<file path="src/rtl/serving_rf_ser_pkg.sv">
// Shared constants for the serving bit-serial register-file adapter:
// RF window size, read-FSM encoding and the RF byte-address helper.
package serving_rf_ser_pkg;

    localparam int RF_BYTES = 128;

    localparam logic [2:0] ST_IDLE   = 3'd0;
    localparam logic [2:0] ST_PRE1   = 3'd1;
    localparam logic [2:0] ST_PRE2   = 3'd2;
    localparam logic [2:0] ST_RDY    = 3'd3;
    localparam logic [2:0] ST_STREAM = 3'd4;

    // The RF occupies the top RF_BYTES of the RAM; callers truncate to aw bits.
    function automatic logic [31:0] rf_byte_addr(input int depth,
                                                 input logic [4:0] rreg,
                                                 input logic [1:0] rbyte);
        return 32'(depth - RF_BYTES) + {25'd0, rreg, rbyte};
    endfunction

endpackage

</file>
<file path="src/rtl/serving_rf_wr_deser.sv">
// Write path: assembles the LSB-first rd stream into bytes and issues one
// RAM write the cycle after each byte's bit 7 arrives.
module serving_rf_wr_deser
    import serving_rf_ser_pkg::*;
#(
    parameter int depth = 256,
    parameter int aw    = $clog2(depth)
) (
    input  logic          i_clk,
    input  logic          i_rst,
    input  logic          i_wen,
    input  logic [4:0]    i_rd,
    input  logic          i_wdata,
    output logic [aw-1:0] o_waddr,
    output logic [7:0]    o_wdata,
    output logic          o_wen
);

    logic [4:0] cnt;
    logic [6:0] sreg;

    always_ff @(posedge i_clk or posedge i_rst) begin
        if (i_rst) begin
            cnt     <= 5'd0;
            sreg    <= 7'd0;
            o_wen   <= 1'b0;
            o_waddr <= '0;
            o_wdata <= 8'd0;
        end else begin
            o_wen <= 1'b0;
            if (i_wen) begin
                cnt  <= cnt + 5'd1;
                sreg <= {i_wdata, sreg[6:1]};
                if (cnt[2:0] == 3'd7) begin
                    // x0 is hardwired zero, so its writes never reach the RAM
                    o_wen   <= (i_rd != 5'd0);
                    o_wdata <= {i_wdata, sreg};
                    o_waddr <= aw'(rf_byte_addr(depth, i_rd, cnt[4:3]));
                end
            end else begin
                // An aborted stream restarts at byte 0; the partial byte is lost
                cnt <= 5'd0;
            end
        end
    end

endmodule

</file>
<file path="src/rtl/serving_rf_ser.sv">
// Bit-serial RF adapter: turns byte-wide RAM reads into lock-step rs1/rs2
// bit streams and the rd bit stream into byte writes.
module serving_rf_ser
    import serving_rf_ser_pkg::*;
#(
    parameter int depth = 256,
    parameter int aw    = $clog2(depth)
) (
    input  logic          i_clk,
    input  logic          i_rst,
    input  logic          i_rreq,
    input  logic [4:0]    i_rs1,
    input  logic [4:0]    i_rs2,
    output logic          o_ready,
    output logic          o_rs1,
    output logic          o_rs2,
    output logic          o_busy,
    input  logic          i_wen,
    input  logic [4:0]    i_rd,
    input  logic          i_wdata,
    output logic [aw-1:0] o_waddr,
    output logic [7:0]    o_wdata,
    output logic          o_wen,
    output logic [aw-1:0] o_raddr,
    input  logic [7:0]    i_rdata
);

    logic [2:0] state;
    logic [4:0] cnt;
    logic [4:0] rs1;
    logic [4:0] rs2;
    logic [7:0] hold1;
    logic [7:0] shift1;
    logic [7:0] shift2;
    logic [2:0] pos;
    logic [1:0] bsel;
    logic       more;

    assign pos  = cnt[2:0];
    assign bsel = cnt[4:3];
    assign more = (bsel != 2'd3);

    always_ff @(posedge i_clk or posedge i_rst) begin
        if (i_rst) begin
            state  <= ST_IDLE;
            cnt    <= 5'd0;
            rs1    <= 5'd0;
            rs2    <= 5'd0;
            hold1  <= 8'd0;
            shift1 <= 8'd0;
            shift2 <= 8'd0;
        end else begin
            case (state)
                ST_IDLE: if (i_rreq) begin
                    rs1   <= i_rs1;
                    rs2   <= i_rs2;
                    state <= ST_PRE1;
                end
                ST_PRE1: state <= ST_PRE2;
                ST_PRE2: begin
                    hold1 <= i_rdata;
                    state <= ST_RDY;
                end
                ST_RDY: begin
                    shift1 <= hold1;
                    shift2 <= i_rdata;
                    cnt    <= 5'd0;
                    state  <= ST_STREAM;
                end
                ST_STREAM: begin
                    cnt <= cnt + 5'd1;
                    if (pos == 3'd6 && more)
                        hold1 <= i_rdata;
                    if (pos == 3'd7) begin
                        // rs2's next byte is on i_rdata right now, so it loads directly
                        shift1 <= hold1;
                        shift2 <= i_rdata;
                        if (!more)
                            state <= ST_IDLE;
                    end else begin
                        shift1 <= shift1 >> 1;
                        shift2 <= shift2 >> 1;
                    end
                end
                default: state <= ST_IDLE;
            endcase
        end
    end

    // Next byte is fetched at pos5/6, ahead of any aligned write to the current byte
    always_comb begin
        o_raddr = '0;
        case (state)
            ST_PRE1: o_raddr = aw'(rf_byte_addr(depth, rs1, 2'd0));
            ST_PRE2: o_raddr = aw'(rf_byte_addr(depth, rs2, 2'd0));
            ST_STREAM: begin
                if (more && pos == 3'd5)
                    o_raddr = aw'(rf_byte_addr(depth, rs1, bsel + 2'd1));
                else if (more && pos == 3'd6)
                    o_raddr = aw'(rf_byte_addr(depth, rs2, bsel + 2'd1));
            end
            default: ;
        endcase
    end

    assign o_ready = (state == ST_RDY);
    assign o_busy  = (state != ST_IDLE);
    assign o_rs1   = (state == ST_STREAM) && shift1[0] && (rs1 != 5'd0);
    assign o_rs2   = (state == ST_STREAM) && shift2[0] && (rs2 != 5'd0);

    serving_rf_wr_deser #(
        .depth (depth),
        .aw    (aw)
    ) u_wr (
        .i_clk   (i_clk),
        .i_rst   (i_rst),
        .i_wen   (i_wen),
        .i_rd    (i_rd),
        .i_wdata (i_wdata),
        .o_waddr (o_waddr),
        .o_wdata (o_wdata),
        .o_wen   (o_wen)
    );

endmodule

</file>
<file path="config.mk">
export PLATFORM = sky130hd
export DESIGN_NAME = serving_rf_ser
export DESIGN_NICKNAME = d
export VERILOG_FILES = /design/src/rtl/serving_rf_ser_pkg.sv /design/src/rtl/serving_rf_wr_deser.sv /design/src/rtl/serving_rf_ser.sv
export SDC_FILE = /design/constraint.sdc
export NUM_CORES = 1
export LEC_CHECK = 0
export CAP_MARGIN = 20
export CORE_UTILIZATION = 38
export CTS_CLUSTER_DIAMETER = 200
export DETAILED_ROUTE_END_ITERATION = 7
export PLACE_DENSITY = 0.64
export SLEW_MARGIN = 30
export SYNTH_ARGS = -nofsm -noshare
export SYNTH_HDL_FRONTEND = slang
export SYNTH_SLANG_ARGS = --single-unit
</file>
<file path="constraint.sdc">
create_clock -name i_clk -period 2.51 [get_ports i_clk]
set_input_delay 0.251 -clock i_clk [delete_from_list [all_inputs] [get_ports i_clk]]
set_output_delay 0.251 -clock i_clk [all_outputs]
set_load 0.05 [all_outputs]
</file>
After elaboration in Yosys (flattened, before gate mapping). Cells that the tools add are included.

Output and inout bits: 29. Flip-flop bits (word level): 71.

Eq/ne operators: 13. Mux-type cells: 17. Add/subtract/negate cells: 8. Reductions and logical operators: 17.

Operator list (count): 8-bit one-hot mux with 2 select lines (3); 8-bit by 7-bit adder with 8-bit output (first input constant) (5); 8-bit 2-to-1 mux (5); 8-bit one-hot mux with 3 select lines (1); 3-bit == test (second input constant) (5); 3-bit one-hot mux with 5 select lines (1); 5-bit nonzero test (3); 5-bit by 1-bit adder with 5-bit output (second input constant) (2); 2-bit inequality test (second input constant) (5); 5-bit one-hot mux with 2 select lines (1); 3-bit 2-to-1 mux (3); 3-bit by 2-bit == test with 1-bit output (second input constant) (2); 1-bit logical AND (6); 2-bit AND reduction (3); 5-bit 2-to-1 mux (1); 2-bit nonzero test (2); 3-bit by 1-bit == test with 1-bit output (second input constant) (1); 3-bit zero test (1); 3-bit AND reduction (1); 3-bit nonzero test (1); 2-bit by 1-bit adder with 2-bit output (second input constant) (1); 1-bit 2-to-1 mux (2).

Logic depth before layout (Yosys ltp). Gate-level depths: netlist of run 1.

Depth after elaboration: 5. Mapped depth: 6. Mapped depth without buffers: 5.

By module. From an unflattened synthesis of run 1, not the netlist that was laid out.

Cells, all modules: 314. Area, all modules: 3570.9 um^2.

Modules (own cells, without submodules): serving_rf_ser (sequential area each 1051.0 um^2, times used 1, cells an instance 242, area an instance 2421.1 um^2); serving_rf_wr_deser (sequential area each 725.7 um^2, times used 1, cells an instance 72, area an instance 1149.9 um^2).

Worst setup path before layout of run 1. OpenSTA, ideal clock, no wires.

Path kind: register to output. From: register state[1]. To: output o_raddr[0]. Slack: 254 ps. Stages on the path, launching flop included: 6. Buffers on the path: 2. Data arrival time: 2005 ps. Data required time: 2259 ps. Path through: dfrtp_1 buf_6 or3b_1 buf_6 nor4b_4 nor2b_1.

Cells in the longest elaborated chain, start to end: 2.

RTL lines: from (decl) (line serving_rf_ser.sv:28) `logic [2:0] state;`; from (signal assigned) (line serving_rf_ser.sv:45) `state <= ST_IDLE;`; from (signal assigned) (line serving_rf_ser.sv:57) `state <= ST_PRE1;`; from (signal assigned) (line serving_rf_ser.sv:59) `ST_PRE1: state <= ST_PRE2;`; 3-bit == test (tied with other cells) (line serving_rf_ser.sv:93) `case (state)`; 8-bit one-hot mux with 3 select lines (*) (line serving_rf_ser.sv:93); to (decl) (line serving_rf_ser.sv:24) `output logic [aw-1:0] o_raddr,`.

Mark *: on every way between the ends. The rest lies on a longest branch, timed or not.

Worst setup path after layout of run 1.
From: register state[0]. To: output o_raddr[0].

Same word-level chain as after synthesis.

==> impl_metrics.json, run 1 <==
{
  "status": "complete, no violations",
  "synth_edf_count": 0,
  "fp.dieW_um": 99.38,
  "leakage_uw": 0.001983,
  "grt_max_degree": 72,
  "critPathMaxFanout": 8,
  "setup_viol": 0,
  "antenna_left": 0,
  "start_kind": "flip-flop",
  "worstReg2RegEnd": "shift1[6]",
  "area_growth_pct": 27.29,
  "place.gp.congestion": 0.8042,
  "drive_above_1_share": 0.2169,
  "async_flop_share": 1.000,
  "vias": 2725,
  "synth_warnings": 0,
  "coreArea_mm2": 0.009196,
  "nNetsFinal": 408,
  "grt_pass1_wl_um": 14360,
  "place_hpwl_um": 5461,
  "antenna_cells": 0,
  "boundaryPins": 57,
  "synth.most_common_cell": "dfrtp_1",
  "synth-seq-cells": 71,
  "timing.slew.headroom": 0.5171,
  "cts.reportedPaths.clkPinSlew_ps": 80,
  "root_buffer": "clkbuf_8",
  "drt_wl_total_um": 8295,
  "wl_met3_um": 424,
  "cts_setup_buffers": 0,
  "hold_violations": 0,
  "r2r_slack_ps": 520,
  "antenna_found_initial": 0,
  "cts_resized": 0,
  "crit_arrival_ps": 2090,
  "wl_per_cell_um": 16.96,
  "wl_met2_um": 3963,
  "crit_path_end": "o_raddr[0]",
  "cts_made_buffers": 9,
  "maxCapViolCount": 0,
  "power.density_mw_per_mm2": 1136,
  "crit_start": "state[0]",
  "fp.dieH_um": 99.38,
  "clkSinkCount": 71,
  "netlist_instances": 319,
  "ir_drop_mv": 0.4005,
  "final_util": 0.4988,
  "ys_types": 47,
  "grt_pass1_vias": 2825,
  "dr.pass1.iters": 4,
  "grt_overflow": 0,
  "synth_common_cells": "dfrtp_1, mux2_2, a21oi_1, o22ai_1, nor2b_1",
  "period_share": 0.9333,
  "crit_required_ps": 2260,
  "cts_tree": "yes",
  "skew_ps": 10.61,
  "fmax_mhz": 426.9,
  "yosysTopAreaCell": "dfrtp_1",
  "setup_tns_ps": 0,
  "clock_latency_ps": 350,
  "rows": 35,
  "yosysTopAreaCellShare": 0.4931,
  "top_layer_used": "met4",
  "r2r_start": "cnt[0]",
  "min_period_ps": 2342,
  "drv_slew": 0,
  "drc": 0,
  "rsz0062_at_grt": "false",
  "port-buffer-count": 56,
  "syn_nets": 354,
  "cts_hold_buf": 0,
  "yosysSeqAreaShare": 0.4931,
  "rr_worst_depth": 4,
  "path_class": "flip-flop to output port",
  "start_util": 0.3918,
  "crit_path_end_kind": "output port",
  "drtIter0Drc": 199,
  "synth_area_leaders": "dfrtp_1, mux2_2, o22ai_1, a21oi_1, nor2b_1",
  "cts_max_level": 3,
  "syn_area_mm2": 0.003603,
  "avgSynthCellArea_um2": 11.30,
  "groute.usage.overall": 0.1863,
  "hp-class": "primary input to async pin",
  "met1Wirelength_um": 3836,
  "dieArea_mm2": 0.009876,
  "avgViaCountPerCell": 5.573,
  "ys.flop_type": "dfrtp_1",
  "clockBufferDepth": 2,
  "fillCellCount": 837,
  "worst_pin_slew_ps": 722.6
}
## worst max-delay path: stages, from the launching register on
cell and delay [ps]:
dfrtp_1 460, or3b_1 540, nor4b_4 320, nor2b_1 260
buf_12 170
## where the power goes
group | switching (uW) | total, uW | internal (uW)
Sequential | 301 | 1790 | 1490
Clock | 469 | 938 | 469
Combinational | 1320 | 2480 | 1160
## area by class of cell
type                       count  area [um2]  area share
timing repair buffer          67       763.2      0.1664
inverter                      12       45.04    0.009820
multi-input combinational    212        1662      0.3622
clock buffer                   9       123.9     0.02700
clock inverter                 7       77.57     0.01691
sequential                    71        1777      0.3873
tap                          111       138.9     0.03028
## how the worst min path moves through the flow
stage                 from               to  slack, ps  cells after the start
2_1_floorplan   i_rdata[0]        shift2[0]        380                      1
3_3_place_gp   u_wr.cnt[0]      u_wr.cnt[0]        450                      1
3_5_place_dp   u_wr.cnt[0]      u_wr.cnt[0]        450                      1
4_1_cts              i_rst  u_wr.o_wdata[0]        290                      3
5_1_grt              i_rst     u_wr.sreg[0]        340                      3
6_report             i_rst      u_wr.cnt[4]        300                      3
## per-stage QoR
step / worst slack (ps) / total power, uW / instances / hold slack, ps / instance area [um2]
final: 167.5 / 5209 / 489 / 296.6 / 4587
after global routing: 29.06 / 5560 / 489 / 336.2 / 4587
after CTS: 127.6 / 5253 / 489 / 294.6 / 4584
after detailed placement: 521.9 / 4286 / 473 / 450.5 / 4383
after global placement: 545.0 / 4231 / 473 / 449.0 / 4383
after floorplan: 254.1 / 3502 / 319 / 375.1 / 3603
## cell families after synthesis
group	synth area share
simple gates	0.1441
compound gates	0.1733
buf+inv	0.04652
xor+xnor	0.007293
mux	0.1115
fa+ha+maj	0.02430
flops	0.4931
## routing by layer
layer / track usage / vias to the layer above
li1: - / 1296
met5: 0 / -
met2: 0.2970 / 69
met4: 0.05769 / 0
met3: 0.04849 / 8
met1: 0.2492 / 1352
## cell usage in the layout (no fill, tap or decap), types with 5 or more instances in the layout
cell and count:
dfrtp_1 71, clkdlybuf4s50_1 44, mux2_2 33, a21oi_1 20
o22ai_1 18, nor2b_1 16, nor2_1 14, buf_12 12
inv_1 11, nand3b_1 11, buf_4 11, o32ai_1 9
clkbuf_8 9, o21a_1 8, nor3b_1 7, a221oi_1 7
o2bb2ai_1 7, ha_1 7, and2_1 5, a221o_1 5
## flip-flops by register name, summed over array words and instances, names as in the netlist
signal        count
shift1            8
u_wr.o_wen        1
shift2            8
u_wr.o_waddr      8
cnt               5
rs2               5
rs1               5
u_wr.sreg         7
u_wr.o_wdata      8
u_wr.cnt          5
state             3
hold1             8
Note: power is estimated with default switching activity, not from simulation.
==> run 2, diff against run 1 <==
--- a/config.mk
+++ b/config.mk
@@ -10,6 +10,7 @@
 export CTS_CLUSTER_DIAMETER = 200
 export DETAILED_ROUTE_END_ITERATION = 7
 export PLACE_DENSITY = 0.64
+export SETUP_SLACK_MARGIN = 0.5
 export SLEW_MARGIN = 30
 export SYNTH_ARGS = -nofsm -noshare
 export SYNTH_HDL_FRONTEND = slang
==> run 2 against run 1 <==
Compared with the run above: the flow now finishes with violations (DRC); non-clock buffer count is 14 higher; via count is 3.6% higher; highest routed layer unchanged; critical path depth stayed put; worst setup slack better by 220 ps.
==> impl_metrics.json, run 2 (same netlist as run 1, synthesis figures left out) <==
{
  "status": "finished with violations",
  "violations": "DRC",
  "crit_required_ps": 2260,
  "antenna_found_initial": 0,
  "drt_wl_total_um": 8701,
  "drc": 2,
  "cp.buffers_inverters": 1,
  "fp.dieW_um": 99.38,
  "cts_made_buffers": 9,
  "r2r_start": "u_wr.cnt[0]",
  "setup_slack_ps": 382.7,
  "r2r_slack_ps": 680,
  "place_ws_ps": 504.2,
  "vias": 2822,
  "boundaryPins": 57,
  "wl_per_cell_um": 17.33,
  "drive_above_1_share": 0.2685,
  "crit_arrival_ps": 1880,
  "dr.pass1.iters": 6,
  "coreArea_mm2": 0.009196,
  "rsz0062_at_grt": "true",
  "port-buffer-count": 56,
  "fmax_mhz": 470.1,
  "start_util": 0.3918,
  "crit_path_end_kind": "output port",
  "worstReg2RegEnd": "u_wr.o_wdata[2]",
  "multi_input_area_mm2": 0.001710,
  "drv_slew": 0,
  "antenna_cells": 0,
  "start_kind": "flip-flop",
  "hp-class": "primary input to async pin",
  "area_growth_pct": 33.23,
  "critPathMaxFanout": 3,
  "worst_pin_slew_ps": 674.0,
  "rr_worst_depth": 4,
  "maxCapViolCount": 0,
  "antenna_left": 0,
  "final_cell_mix": "dfrtp_1, clkdlybuf4s50_1, mux2_2, buf_4, a21oi_1",
  "crit_family": "simple AND/OR/NAND/NOR gates",
  "clockBufferDepth": 2,
  "cts_tree": "yes",
  "setup_tns_ps": 0,
  "layout_commonest_cell": "dfrtp_1",
  "grt_pass1_vias": 2894,
  "ir_drop_mv": 0.4010,
  "max_stage_delay_ps": 450,
  "cts_max_level": 3,
  "cts.reportedPaths.clkPinSlew_ps": 80,
  "groute.usage.overall": 0.1874,
  "rows": 35,
  "cp_cell_sequence": "or3b_4, nor4b_4, nor2b_4, buf_12",
  "fillCellCount": 809,
  "setup_viol": 0,
  "period_share": 0.8475,
  "final_area_mm2": 0.004801,
  "hold_violations": 0,
  "skew_ps": 8.671,
  "drtIter0Drc": 137,
  "fp.dieH_um": 99.38,
  "root_buffer": "clkbuf_8",
  "path_class": "flip-flop to output port",
  "dieArea_mm2": 0.009876,
  "avgViaCountPerCell": 5.622,
  "place_hpwl_um": 5741,
  "nNetsFinal": 422,
  "cts_hold_buf": 0,
  "grt_max_degree": 43,
  "place.gp.congestion": 0.8263,
  "final_util": 0.5220,
  "grt_pass1_wl_um": 14470,
  "finalPower_uw": 5514,
  "ff_latch_area_mm2": 0.001779,
  "min_period_ps": 2127,
  "clkSinkCount": 71,
  "leakage_uw": 0.002062,
  "cp_slowest_cell": "or3b_4",
  "dpl-instance-area_mm2": 0.004397,
  "timing.slew.headroom": 0.5496,
  "grt_overflow": 0,
  "clock_latency_ps": 350,
  "power.density_mw_per_mm2": 1148
}
## run 2: cell count changes in the layout (fill, tap and decap cells not counted), sizes merged
cell      previous run  this run
clkinvlp             1         2
bufinv               1         2
inv                 15        13
clkinv               2         1
clkbuf               9        10
buf                 23        36
## run 2: where the power goes
group	leakage [uW]	total [uW]	switching (uW)	internal (uW)
registers	0.000905	1780	289	1490
clock network	0.000106	1020	458	563
logic	0.00105	2710	1400	1310
total	0.00206	5510	2150	3360
## run 2: worst register-to-register path: stages, from the launching register on
cell,delay [ps]
dfrtp_1,400
ha_1,220
ha_1,180
nand2_1,510
mux2_2,410
## run 2: area by class of cell
class,instances,share of cell area
Tap cell,111,0.02893
Clock inverter,6,0.01955
Sequential cell,71,0.3706
Timing Repair Buffer,81,0.1887
Clock buffer,9,0.02580
Multi-Input combinational cell,212,0.3563
Inverter,12,0.01016
## run 2: worst max-delay path by stage
| stage | start | endpoint | slack, ps | cells past startpoint |
|---|---|---|---|---|
| floorplan | state[1] | o_raddr[0] | 500 | 5 |
| global placement | state[0] | o_raddr[0] | 560 | 4 |
| detailed placement | state[0] | o_raddr[0] | 500 | 4 |
| CTS | state[0] | o_raddr[0] | 370 | 4 |
| global route | cnt[1] | o_raddr[5] | 310 | 6 |
| finish | state[1] | o_raddr[0] | 380 | 4 |
## run 2: routing by layer
metal / up-vias / global-route usage / wire length [um]
li1: 1327 / - / -
met1: 1402 / 0.2365 / 3747
met2: 83 / 0.3125 / 4337
met3: 10 / 0.04779 / 502
met4: 0 / 0.06561 / 113
met5: - / 0 / 0
## run 2: timing repair
action / in CTS / in global routing
gates cloned: 0 / 1
buffers inserted: 8 / 4
endpoints found under the setup margin: 11 / 27
pin swaps: 11 / 6
resized for setup: 13 / 7
## run 2: per-stage QoR
stage	cells	hold WS, ps
6_report	502	334.9
3_3_place_gp	474	449.3
5_1_grt	502	393.2
2_1_floorplan	319	375.1
3_5_place_dp	474	450.9
4_1_cts	497	349.0
